==> config.mk <==
export PLATFORM = sky130hd
export DESIGN_NAME = pico_mem_fabric
export DESIGN_NICKNAME = d
export VERILOG_FILES = /design/src/rtl/pico_mem_fabric.sv
export SDC_FILE = /design/constraint.sdc
export NUM_CORES = 1
export LEC_CHECK = 0
export BUFFER_PORTS_ARGS = -buffer_cell sky130_fd_sc_hd__clkbuf_2
export CORE_AREA = 2 2 134 136
export DETAILED_ROUTE_END_ITERATION = 7
export DIE_AREA = 0 0 136 138
export HOLD_SLACK_MARGIN = 0.12
export PLACE_DENSITY = 0.8
export SLEW_MARGIN = 40
export SYNTH_ARGS = -nofsm -noshare
export SYNTH_HDL_FRONTEND = slang
export SYNTH_SLANG_ARGS = --single-unit
export TNS_END_PERCENT = 20
==> constraint.sdc <==
create_clock -name clk -period 5.1 [get_ports clk]
set_clock_uncertainty 0.15 [all_clocks]
set_input_delay 0.255 -clock clk [delete_from_list [all_inputs] [get_ports clk]]
set_output_delay 0.255 -clock clk [all_outputs]
set_load 0.01 [all_outputs]
==> src/rtl/pico_mem_fabric.sv <==
// Single-master to NUM_SLAVES bridge for the picorv32 native memory interface:
// address decode, per-access ready timeout and sticky bus-error reporting.
module pico_mem_fabric #(
    parameter int          NUM_SLAVES = 4,
    parameter int          SEL_BITS   = 2,
    parameter int          TIMEOUT    = 255,
    parameter logic [31:0] ERR_RDATA  = 32'hDEAD_BEEF
) (
    input  logic                     clk,
    input  logic                     rst,
    input  logic                     m_valid,
    input  logic                     m_instr,
    output logic                     m_ready,
    input  logic [31:0]              m_addr,
    input  logic [31:0]              m_wdata,
    input  logic [3:0]               m_wstrb,
    output logic [31:0]              m_rdata,
    output logic [NUM_SLAVES-1:0]    s_valid,
    output logic                     s_instr,
    output logic [31:0]              s_addr,
    output logic [31:0]              s_wdata,
    output logic [3:0]               s_wstrb,
    input  logic [NUM_SLAVES-1:0]    s_ready,
    input  logic [32*NUM_SLAVES-1:0] s_rdata,
    output logic                     err_flag,
    output logic [31:0]              err_addr,
    input  logic                     err_clr
);

    localparam int NUM_IDX = 2 ** SEL_BITS;

    typedef enum logic [1:0] {IDLE, ACCESS, ERROR, RESP} state_t;

    state_t              state;
    state_t              next_state;
    logic [SEL_BITS-1:0] req_idx;
    logic [SEL_BITS-1:0] idx_q;
    logic [NUM_IDX-1:0]  idx_mapped;
    logic [15:0]         cnt;
    logic                timeout_hit;
    logic                sel_ready;
    logic [31:0]         sel_rdata;

    assign req_idx     = m_addr[31 -: SEL_BITS];
    assign timeout_hit = (cnt == 16'(TIMEOUT - 1));
    assign m_ready     = (state == RESP);

    // Indices past NUM_SLAVES decode to nothing and take the error path.
    always_comb begin
        for (int i = 0; i < NUM_IDX; i++) begin
            idx_mapped[i] = (i < NUM_SLAVES);
        end
    end

    // NOTE: every signal written here gets a default first, so no path can
    // leave it unassigned and infer a latch.
    always_comb begin
        sel_ready = 1'b0;
        sel_rdata = '0;
        for (int i = 0; i < NUM_SLAVES; i++) begin
            if (idx_q == SEL_BITS'(i)) begin
                sel_ready = s_ready[i];
                sel_rdata = s_rdata[32*i +: 32];
            end
        end
    end

    always_comb begin
        s_valid = '0;
        if (state == ACCESS) begin
            for (int i = 0; i < NUM_SLAVES; i++) begin
                s_valid[i] = (idx_q == SEL_BITS'(i));
            end
        end
    end

    always_comb begin
        next_state = state;
        case (state)
            IDLE: begin
                if (m_valid) begin
                    next_state = idx_mapped[req_idx] ? ACCESS : ERROR;
                end
            end
            ACCESS: begin
                // Ready on the final counted cycle still completes normally.
                if (sel_ready) begin
                    next_state = RESP;
                end else if (timeout_hit) begin
                    next_state = ERROR;
                end
            end
            ERROR:   next_state = RESP;
            RESP:    next_state = IDLE;
            default: next_state = IDLE;
        endcase
    end

    // NOTE: sequential state uses non-blocking assignments so every register
    // samples the pre-edge values regardless of statement order.
    always_ff @(posedge clk or posedge rst) begin
        if (rst) begin
            state <= IDLE;
        end else begin
            state <= next_state;
        end
    end

    always_ff @(posedge clk or posedge rst) begin
        if (rst) begin
            idx_q    <= '0;
            s_addr   <= '0;
            s_wdata  <= '0;
            s_wstrb  <= '0;
            s_instr  <= 1'b0;
            cnt      <= '0;
            m_rdata  <= '0;
            err_flag <= 1'b0;
            err_addr <= '0;
        end else begin
            if (state == IDLE && m_valid) begin
                idx_q   <= req_idx;
                s_addr  <= m_addr;
                s_wdata <= m_wdata;
                s_wstrb <= m_wstrb;
                s_instr <= m_instr;
            end

            cnt <= (state == ACCESS) ? cnt + 16'd1 : '0;

            if (state == ACCESS && sel_ready) begin
                m_rdata <= sel_rdata;
            end else if (state == ERROR) begin
                m_rdata <= ERR_RDATA;
            end

            // A new error outranks a simultaneous clear.
            if (state == ERROR) begin
                err_flag <= 1'b1;
                err_addr <= s_addr;
            end else if (err_clr) begin
                err_flag <= 1'b0;
            end
        end
    end

endmodule

* Word-level counts from Yosys, hierarchy flattened
Index checks and enable logic that the tools add are counted.
** Word-level totals
- Bits in registers :: 154
- Bits of input ports :: 205
- Output and inout bits :: 139
- Word-level logic and storage cells :: 49
** Operators by class
- Reduce and logical (&&, ||, !) cells :: 7
- Order comparisons :: 1
- Mux-type cells :: 21
- Add/sub/neg operators :: 1
- Equal/unequal tests :: 9
** Operators by type and width (number)
- two-way mux 32 bit :: 6
- adder 16 x 1 -> 16 bit, second input constant :: 1
- == test 16 x 8 -> 1 bit, second input constant :: 1
- two-way mux 16 bit :: 1
- == test 2 bit, second input constant :: 4
- two-way mux 2 bit :: 4
- one-hot mux 2 bit (4 select lines) :: 1
- two-way mux 1 bit :: 7
- == test 2 x 1 -> 1 bit, second input constant :: 2
- logical NOT 2 bit :: 2
- two-way mux 4 bit :: 1
- nonzero test 2 bit :: 2
- < comparator 2 x 3 -> 1 bit, second input constant :: 1
- != test 3 bit, second input constant :: 1
- binary-select mux 1 bit (select 2 bit) :: 1
- logical AND 1 bit :: 2
- != test 2 bit, second input constant :: 1
- AND reduction 2 bit :: 1

* Longest topological paths before layout
Gate-level depths: netlist (run 1).
- Depth in word-level cells :: 7
- Depth in mapped cells :: 7
- Gate-level depth less buffers :: 6

* Worst setup path before layout (run 1)
No wires, ideal clock.
- Path kind :: reg-to-reg
- From :: reg state[0]
- To :: reg err_addr[10]
- Period minus slack after synthesis :: 1.869 ns
- Path slack :: 3.231 ns
- Data arrival time :: 1.594 ns
- Cell stages (with the launch flop) :: 6
- Setup time :: 0.125 ns
- Required time :: 4.825 ns
- Path buffers :: 2
- Path through :: dfrtp_1 -> inv_1 -> ha_1 -> clkbuf_1 -> clkbuf_1 -> mux2_2
** On the way
- Longest elaborated chain between the ends :: 1
** RTL lines
- start: declaration :: line 34 : state_t state;
- start signal: assignment :: line 105 : state <= next_state;
- == test 2 bit :: line 138 : if (state == ERROR) begin
- end signal: assignment :: line 140 : err_addr <= s_addr;
- end: declaration :: line 26 : output logic [31:0] err_addr,
Every way passes these cells.
A chain may end at the register's enable or synchronous reset.

==> results of run 1 <==
[worst min path at each step]
stage / startpoint / to / slack [ns] / cells past startpoint
floorplan: m_addr[31] / s_addr[31] / 0.26 / 1
global placement: err_flag / err_flag / 0.32 / 1
detailed placement: rst / s_wdata[26] / 0.29 / 2
CTS: s_rdata[31] / m_rdata[31] / 0.12 / 4
global route: s_rdata[114] / m_rdata[18] / 0.12 / 4
finish: s_rdata[31] / m_rdata[31] / 0.14 / 4
[critical path, delay by kind of cell, from the launching register on]
family	cells	cell delay [ns]
multiplexers	1	0.54
AND/OR/NAND/NOR	1	0.09
AO/OA/AOI/OAI	1	0.06
flip-flops	1	0.77
buffers and inverters	2	1.02
[cells in the final DEF (no fill, tap or decap), drive strengths merged, types with 5 or more instances in the layout]
cell / n
clkbuf: 361
mux2: 104
dfrtp: 152
nand3: 5
nand2b: 9
dlygate4sd3: 114
inv: 16
mux4: 33
nand2: 37
o21ai: 35
buf: 6
nor4: 5
ha: 7
nor2: 29
and2: 12
nor3: 5
xor2: 8
[flip-flops by register name, summed over array words and instances (netlist names)]
register	count
cnt	16
err_addr	32
err_flag	1
m_rdata	32
s_addr	32
s_instr	1
s_wdata	32
s_wstrb	4
state	2
[final cells by class]
class | count | share of cell area, %
Antenna cell | 2 | 0.04701
Clock buffer | 18 | 4.125
Clock inverter | 14 | 1.927
Inverter | 9 | 0.3878
Multi-Input combinational cell | 310 | 27.63
Sequential cell | 152 | 35.74
Tap cell | 229 | 2.691
Timing Repair Buffer | 463 | 27.45
[routing by layer]
metal | up-vias | GRT usage, % | wire length, µm
li1 | 2693 | - | -
met1 | 2921 | 25.84 | 8028
met2 | 305 | 39.91 | 11000
met3 | 58 | 6.307 | 1649
met4 | 0 | 10.53 | 776
met5 | - | 0 | 0
[report_power, final]
part | internal [mW] | switching (mW) | leakage [nW]
sequential | 1.76 | 0.393 | 1.82
combinational | 1.43 | 1.30 | 3.01
clock | 0.807 | 0.557 | 0.312
total | 4.00 | 2.25 | 5.14
[cell families after synthesis]
group                    Yosys count  share of synthesized area [%]
flip-flops                       152                          54.76
buffers and inverters             39                          2.972
XOR/XNOR                          11                          1.387
AO/OA/AOI/OAI                     41                          4.089
multiplexers                     138                          27.70
AND/OR/NAND/NOR                  113                          7.835
adder cells (fa/ha/maj)            7                          1.261
==> reports/qor.csv, run 1 <==
metric,value,unit
status,"finished, final reports clean",
"area leader, netlist",dfrtp_1,
Worst EP required,5.23,ns
dpl cell area,0.008828,mm²
initial antenna violation count,2,
CTS buffer count,17,
clock slew at reported path FFs,0.07,ns
Worst setup SP type,register,
period utilisation layout,54.71,%
worst r2r path cells,5,
slew margin rel.,51.16,%
Die Y-Extent,138,µm
vias,5977,
CP Cell Sequence,buf_4 -> mux4_2 -> dlygate4sd3_1 -> nand2_1 -> o21ai_2,
largest net degree at the start of global routing,108,
"Seq/Total Area, Yosys",54.76,%
synthesized cell area,0.006947,mm²
max incr delay on CP,0.77,ns
Pwr Total,6.241,mW
share of async-settable or async-resettable flops after synthesis,100.0,%
Setup-failing EPs final,0,
Routed WL per cell,17.93,µm
number of routed nets with antenna violations,0,
Area contributors post-synth,"dfrtp_1 55%, mux2_2 17%, mux4_2 11%",
Nets,1165,
first-pass GRT wire length,33430,µm
Synth top area share,54.76,%
Syn Area/Cell,13.87,µm²
GRT Util Overall,22.90,%
Pre-antenna DRT Iters,4,
Critical Path End Type,register,
Setup WS post-layout,2.310,ns
area of the multi-input gates,0.002942,mm²
CTS Hold Bufs,113,
Storage cell area,0.003805,mm²
crit path to,m_rdata[8],
final instance area,0.01065,mm²
Area Overhead vs Synth,53.26,%
Post-CTS Setup Inserts,0,
reg2reg setup slack,2.31,ns
number of H-tree levels,4,
Max VDD drop,0.0003237,V
"critical path fanouts, max",21,
worst hold path type,in2reg,
Synth Net Count,713,
Placeable Area,0.01753,mm²
Worst setup startpoint,s_addr[30],
routed wire length,21460,µm
fraction of layout cells with a size suffix above 1,56.11,%
fill cell count,1341,
IO Pins,344,
Rows,49,
Port Buf Inserts,343,
routability congestion estimate from global placement,0.7771,
Netlist cell types,33,
fmax,358.4,MHz
critical register-to-register path endpoint,m_rdata[8],
fin util,60.72,%
Clock Sink Count,152,
most common cell in the netlist,dfrtp_1,
Static Leak,5.141,nW
list of most frequent post-synthesis cells,"152 x dfrtp_1, 104 x mux2_2, 37 x nand2_1",
RSZ-0062 raised after global routing,false,
pre-CTS setup slack,2.565,ns
DRC Markers,0,
CTS max path bufs,2,
total gr overflow,0,
minimum clock period,2.790,ns
Crit-path slowest cell,dfrtp_2,
Worst-Skew Late Latency,0.42,ns
Die X,136,µm
number of synthesized register bits,152,
Root Buffer,clkbuf_16,
"EDFF count, synth",0,
die area,0.01877,mm²
Final Slew Violations,0,
Initial Util,39.62,%
vias in the first global route,6379,
setup TNS,0,ns
Mapped Cells,501,
CTS resizes,0,
Vias/cell,4.993,
drt first-iter violations,252,
top_reg_cell synth,dfrtp_1,
CP Class,reg2reg,
YS warnings,0,
"non-filler cells, final",1197,
CTS tree,done,
Power Density,586.2,mW/mm²
FF-to-FF Start,s_addr[30],
worst-margin pin slew,0.7326,ns
placed cell count,1048,
hpwl dp,13660,µm
Final Hold Viols,0,
Hold WS,0.1395,ns
max_cap viols,0,
Worst EP arrival,2.92,ns
(Power assumes the default switching activity.)
==> run 2, diff against run 1 <==
Settings changed: ABC_AREA set to 1, CORE_AREA 2 2 134 136 to 2 2 133 135, DIE_AREA 0 0 136 138 to 0 0 135 137.
Clock period 5.1 ns to 2.7 ns, I/O delays scaled along.
==> run 2 against run 1 <==
Against the previous run: first-iteration DRC count is 29% higher; non-clock buffer count grew 32; die area is 1.5% lower; critical endpoint is now state[0]; largest power group unchanged.
==> reports/qor.csv, run 2 <==
metric,value,unit,change
list of most frequent post-synthesis cells,"251 x nand2_1, 152 x dfrtp_1, 67 x mux2_2",,"was 152 x dfrtp_1, 104 x mux2_2, 37 x nand2_1"
Worst setup SP type,register,,unchanged
Area contributors post-synth,"dfrtp_1 56%, nand2_1 14%, mux2_2 11%",,"was dfrtp_1 55%, mux2_2 17%, mux4_2 11%"
placed cell count,1269,,was 1048
complex-gate fraction of the synthesized area,7.403,%,was 4.089%
DRC Markers,0,,unchanged
fraction of layout cells with a size suffix above 1,38.18,%,was 56.11%
number of synthesized register bits,152,,unchanged
Port Buf Inserts,343,,unchanged
"non-filler cells, final",1443,,was 1197
adder-cell share of the synthesized area,1.279,%,was 1.261%
CTS buffer count,17,,unchanged
hpwl dp,16340,µm,was 13660 µm
share of async-settable or async-resettable flops after synthesis,100.0,%,unchanged
Synth Area in Simple Gates,20.44,%,was 7.835%
final instance area,0.01084,mm²,was 0.01065 mm²
drt first-iter violations,326,,was 252
status,"finished, final reports clean",,unchanged
period utilisation layout,93.47,%,was 54.71%
Setup-failing EPs final,0,,unchanged
first-pass GRT wire length,37430,µm,was 33430 µm
Pre-antenna DRT Iters,4,,unchanged
"critical path fanouts, max",11,,was 21
fill cell count,1306,,was 1341
worst-margin pin slew,0.5406,ns,was 0.7326 ns
worst hold path type,in2reg,,unchanged
Synth top area share,55.57,%,was 54.76%
Static Leak,5.481,nW,was 5.141 nW
minimum clock period,2.524,ns,was 2.790 ns
fmax,396.3,MHz,was 358.4 MHz
Die Y-Extent,137,µm,was 138 µm
largest net degree at the start of global routing,153,,was 108
Nets,1417,,was 1165
Max VDD drop,0.0006558,V,was 0.0003237 V
pre-CTS setup slack,0.5572,ns,was 2.565 ns
Placeable Area,0.01706,mm²,was 0.01753 mm²
Synth Net Count,938,,was 713
clock slew at reported path FFs,0.07,ns,about the same
Area Overhead vs Synth,58.29,%,was 53.26%
largest family of logic cells by synthesized area,simple AND/OR/NAND/NOR gates,,was multiplexers
"EDFF count, synth",0,,unchanged
Worst EP arrival,2.69,ns,was 2.92 ns
most common cell in the netlist,nand2_1,,was dfrtp_1
Die X,135,µm,was 136 µm
Critical Path End Type,register,,unchanged
Rows,48,,was 49
Syn Area/Cell,9.429,µm²,was 13.87 µm²
Mapped Cells,726,,was 501
vias in the first global route,7204,,was 6379
total gr overflow,0,,unchanged
CTS max path bufs,2,,unchanged
initial antenna violation count,0,,was 2
Netlist cell types,26,,was 33
number of H-tree levels,4,,unchanged
Vias/cell,5.019,,was 4.993
"commonest cells after routing, fill and taps aside","343 x clkbuf_2, 250 x nand2_1, 152 x dfrtp_1",,"was 343 x clkbuf_2, 151 x dfrtp_1, 114 x dlygate4sd3_1"
YS warnings,0,,unchanged
IO Pins,344,,unchanged
setup TNS,0,ns,unchanged
fin util,63.53,%,was 60.72%
"Seq/Total Area, Yosys",55.57,%,was 54.76%
Routed WL per cell,17.35,µm,was 17.93 µm
max_cap viols,0,,unchanged
Setup WS post-layout,0.1764,ns,was 2.310 ns
GRT Util Overall,26.45,%,was 22.90%
CP Class,reg2reg,,unchanged
Final Hold Viols,0,,unchanged
routed wire length,25030,µm,was 21460 µm
mux cell area share after synthesis,11.02,%,was 27.70%
routability congestion estimate from global placement,0.8536,,was 0.7771
number of routed nets with antenna violations,0,,unchanged
dpl cell area,0.008775,mm²,was 0.008828 mm²
Clock Sink Count,152,,unchanged
CTS tree,done,,unchanged
Final Slew Violations,0,,unchanged
synthesized cell area,0.006845,mm²,was 0.006947 mm²
Worst EP required,2.87,ns,was 5.23 ns
antenna fix cells,0,,was 2
top_reg_cell synth,dfrtp_1,,unchanged
vias,7242,,was 5977
Post-CTS Setup Inserts,0,,unchanged
"area leader, netlist",dfrtp_1,,unchanged
"commonest non-fill, non-tap cell in the layout",clkbuf_2,,unchanged
Initial Util,40.13,%,was 39.62%
Root Buffer,clkbuf_16,,unchanged
Power Density,1086,mW/mm²,was 586.2 mW/mm²
RSZ-0062 raised after global routing,false,,unchanged
Worst-Skew Late Latency,0.42,ns,about the same
XOR/XNOR share of the synthesized area,0.2559,%,was 1.387%
die area,0.01850,mm²,was 0.01877 mm²
slew margin rel.,63.91,%,was 51.16%
## run 2: changes by cell type after synthesis, moves of 8 or more
cell / before / now
and2_1: 11 / 0
nand2_1: 37 / 251
mux4_2: 33 / 0
buf_2: 6 / 14
a21oi_1: 1 / 32
inv_1: 9 / 25
nand3_1: 5 / 45
mux2_2: 104 / 67
o21ai_2: 18 / 0
o21a_1: 0 / 24
nand2b_1: 9 / 0
## run 2: cell families (layout without fill, tap and decap cells)
kind of cell	count (synthesis)	count (layout)
DFF	152	152
and+or+nand+nor	347	347
xor gates and xnor gates	2	2
AOI/OAI and AO/OA	87	87
adders and majority gates	7	7
muxes	67	67
buffers and inverters	64	556
## run 2: metrics by stage
stage	power [mW]	hold slack [ns]
6_report	11.77	0.1728
3_5_place_dp	8.595	0.1812
4_1_cts	11.66	0.1654
3_3_place_gp	8.412	0.1775
2_1_floorplan	6.708	0.09225
5_1_grt	12.51	0.1998
## run 2: worst paths after layout
check | start | end | slack, ns | cells past startpoint
setup reg to reg | s_addr[30] | state[0] | 0.18 | 8
hold / removal | s_ready[1] | m_rdata[29] | 0.17 | 6
max in group asynchronous | rst | s_wdata[6] | 1.42 | 5
hold reg to reg | cnt[14] | cnt[14] | 0.31 | 1
setup / recovery | s_addr[30] | state[0] | 0.18 | 8
min in group asynchronous | rst | s_addr[3] | 0.19 | 4
## run 2: routing by layer
| layer | track usage (%) | wire length (µm) |
|---|---|---|
| met1 | 28.99 | 9432 |
| met2 | 47.60 | 12690 |
| met3 | 7.444 | 1916 |
| met4 | 12.15 | 989 |
| met5 | 0 | 0 |
## run 2: power by group
group / switching (mW) / total (mW) / internal [mW]
Clock: 1.10 / 2.46 / 1.36
Combinational: 2.93 / 5.38 / 2.45
Sequential: 0.680 / 3.93 / 3.25
Total: 4.71 / 11.8 / 7.06
## run 2: cell type report
type	instances	area [µm²]	area share [%]
Clock inverter	14	180.2	1.663
Tap cell	225	281.5	2.598
Clock buffer	18	439.2	4.053
Timing Repair Buffer	495	3243	29.93
Multi-Input combinational cell	510	2773	25.59
Inverter	29	115.1	1.062
Sequential cell	152	3804	35.10
## run 2: critical path, stage by stage (launching register included)
cell and delay (ns):
dfrtp_1 0.52, nand2_1 0.34, or2_1 0.34, nand3_2 0.13
buf_4 0.19, nand3_1 0.08, nand3_1 0.07, dlygate4sd3_1 0.56
nand2_1 0.05
## run 2: timing repair
action | CTS | global route
setup endpoints to repair | 0 | 1
hold buffers | 141 | 0
gates resized for setup | 0 | 2
endpoints found under the hold margin | 256 | 0
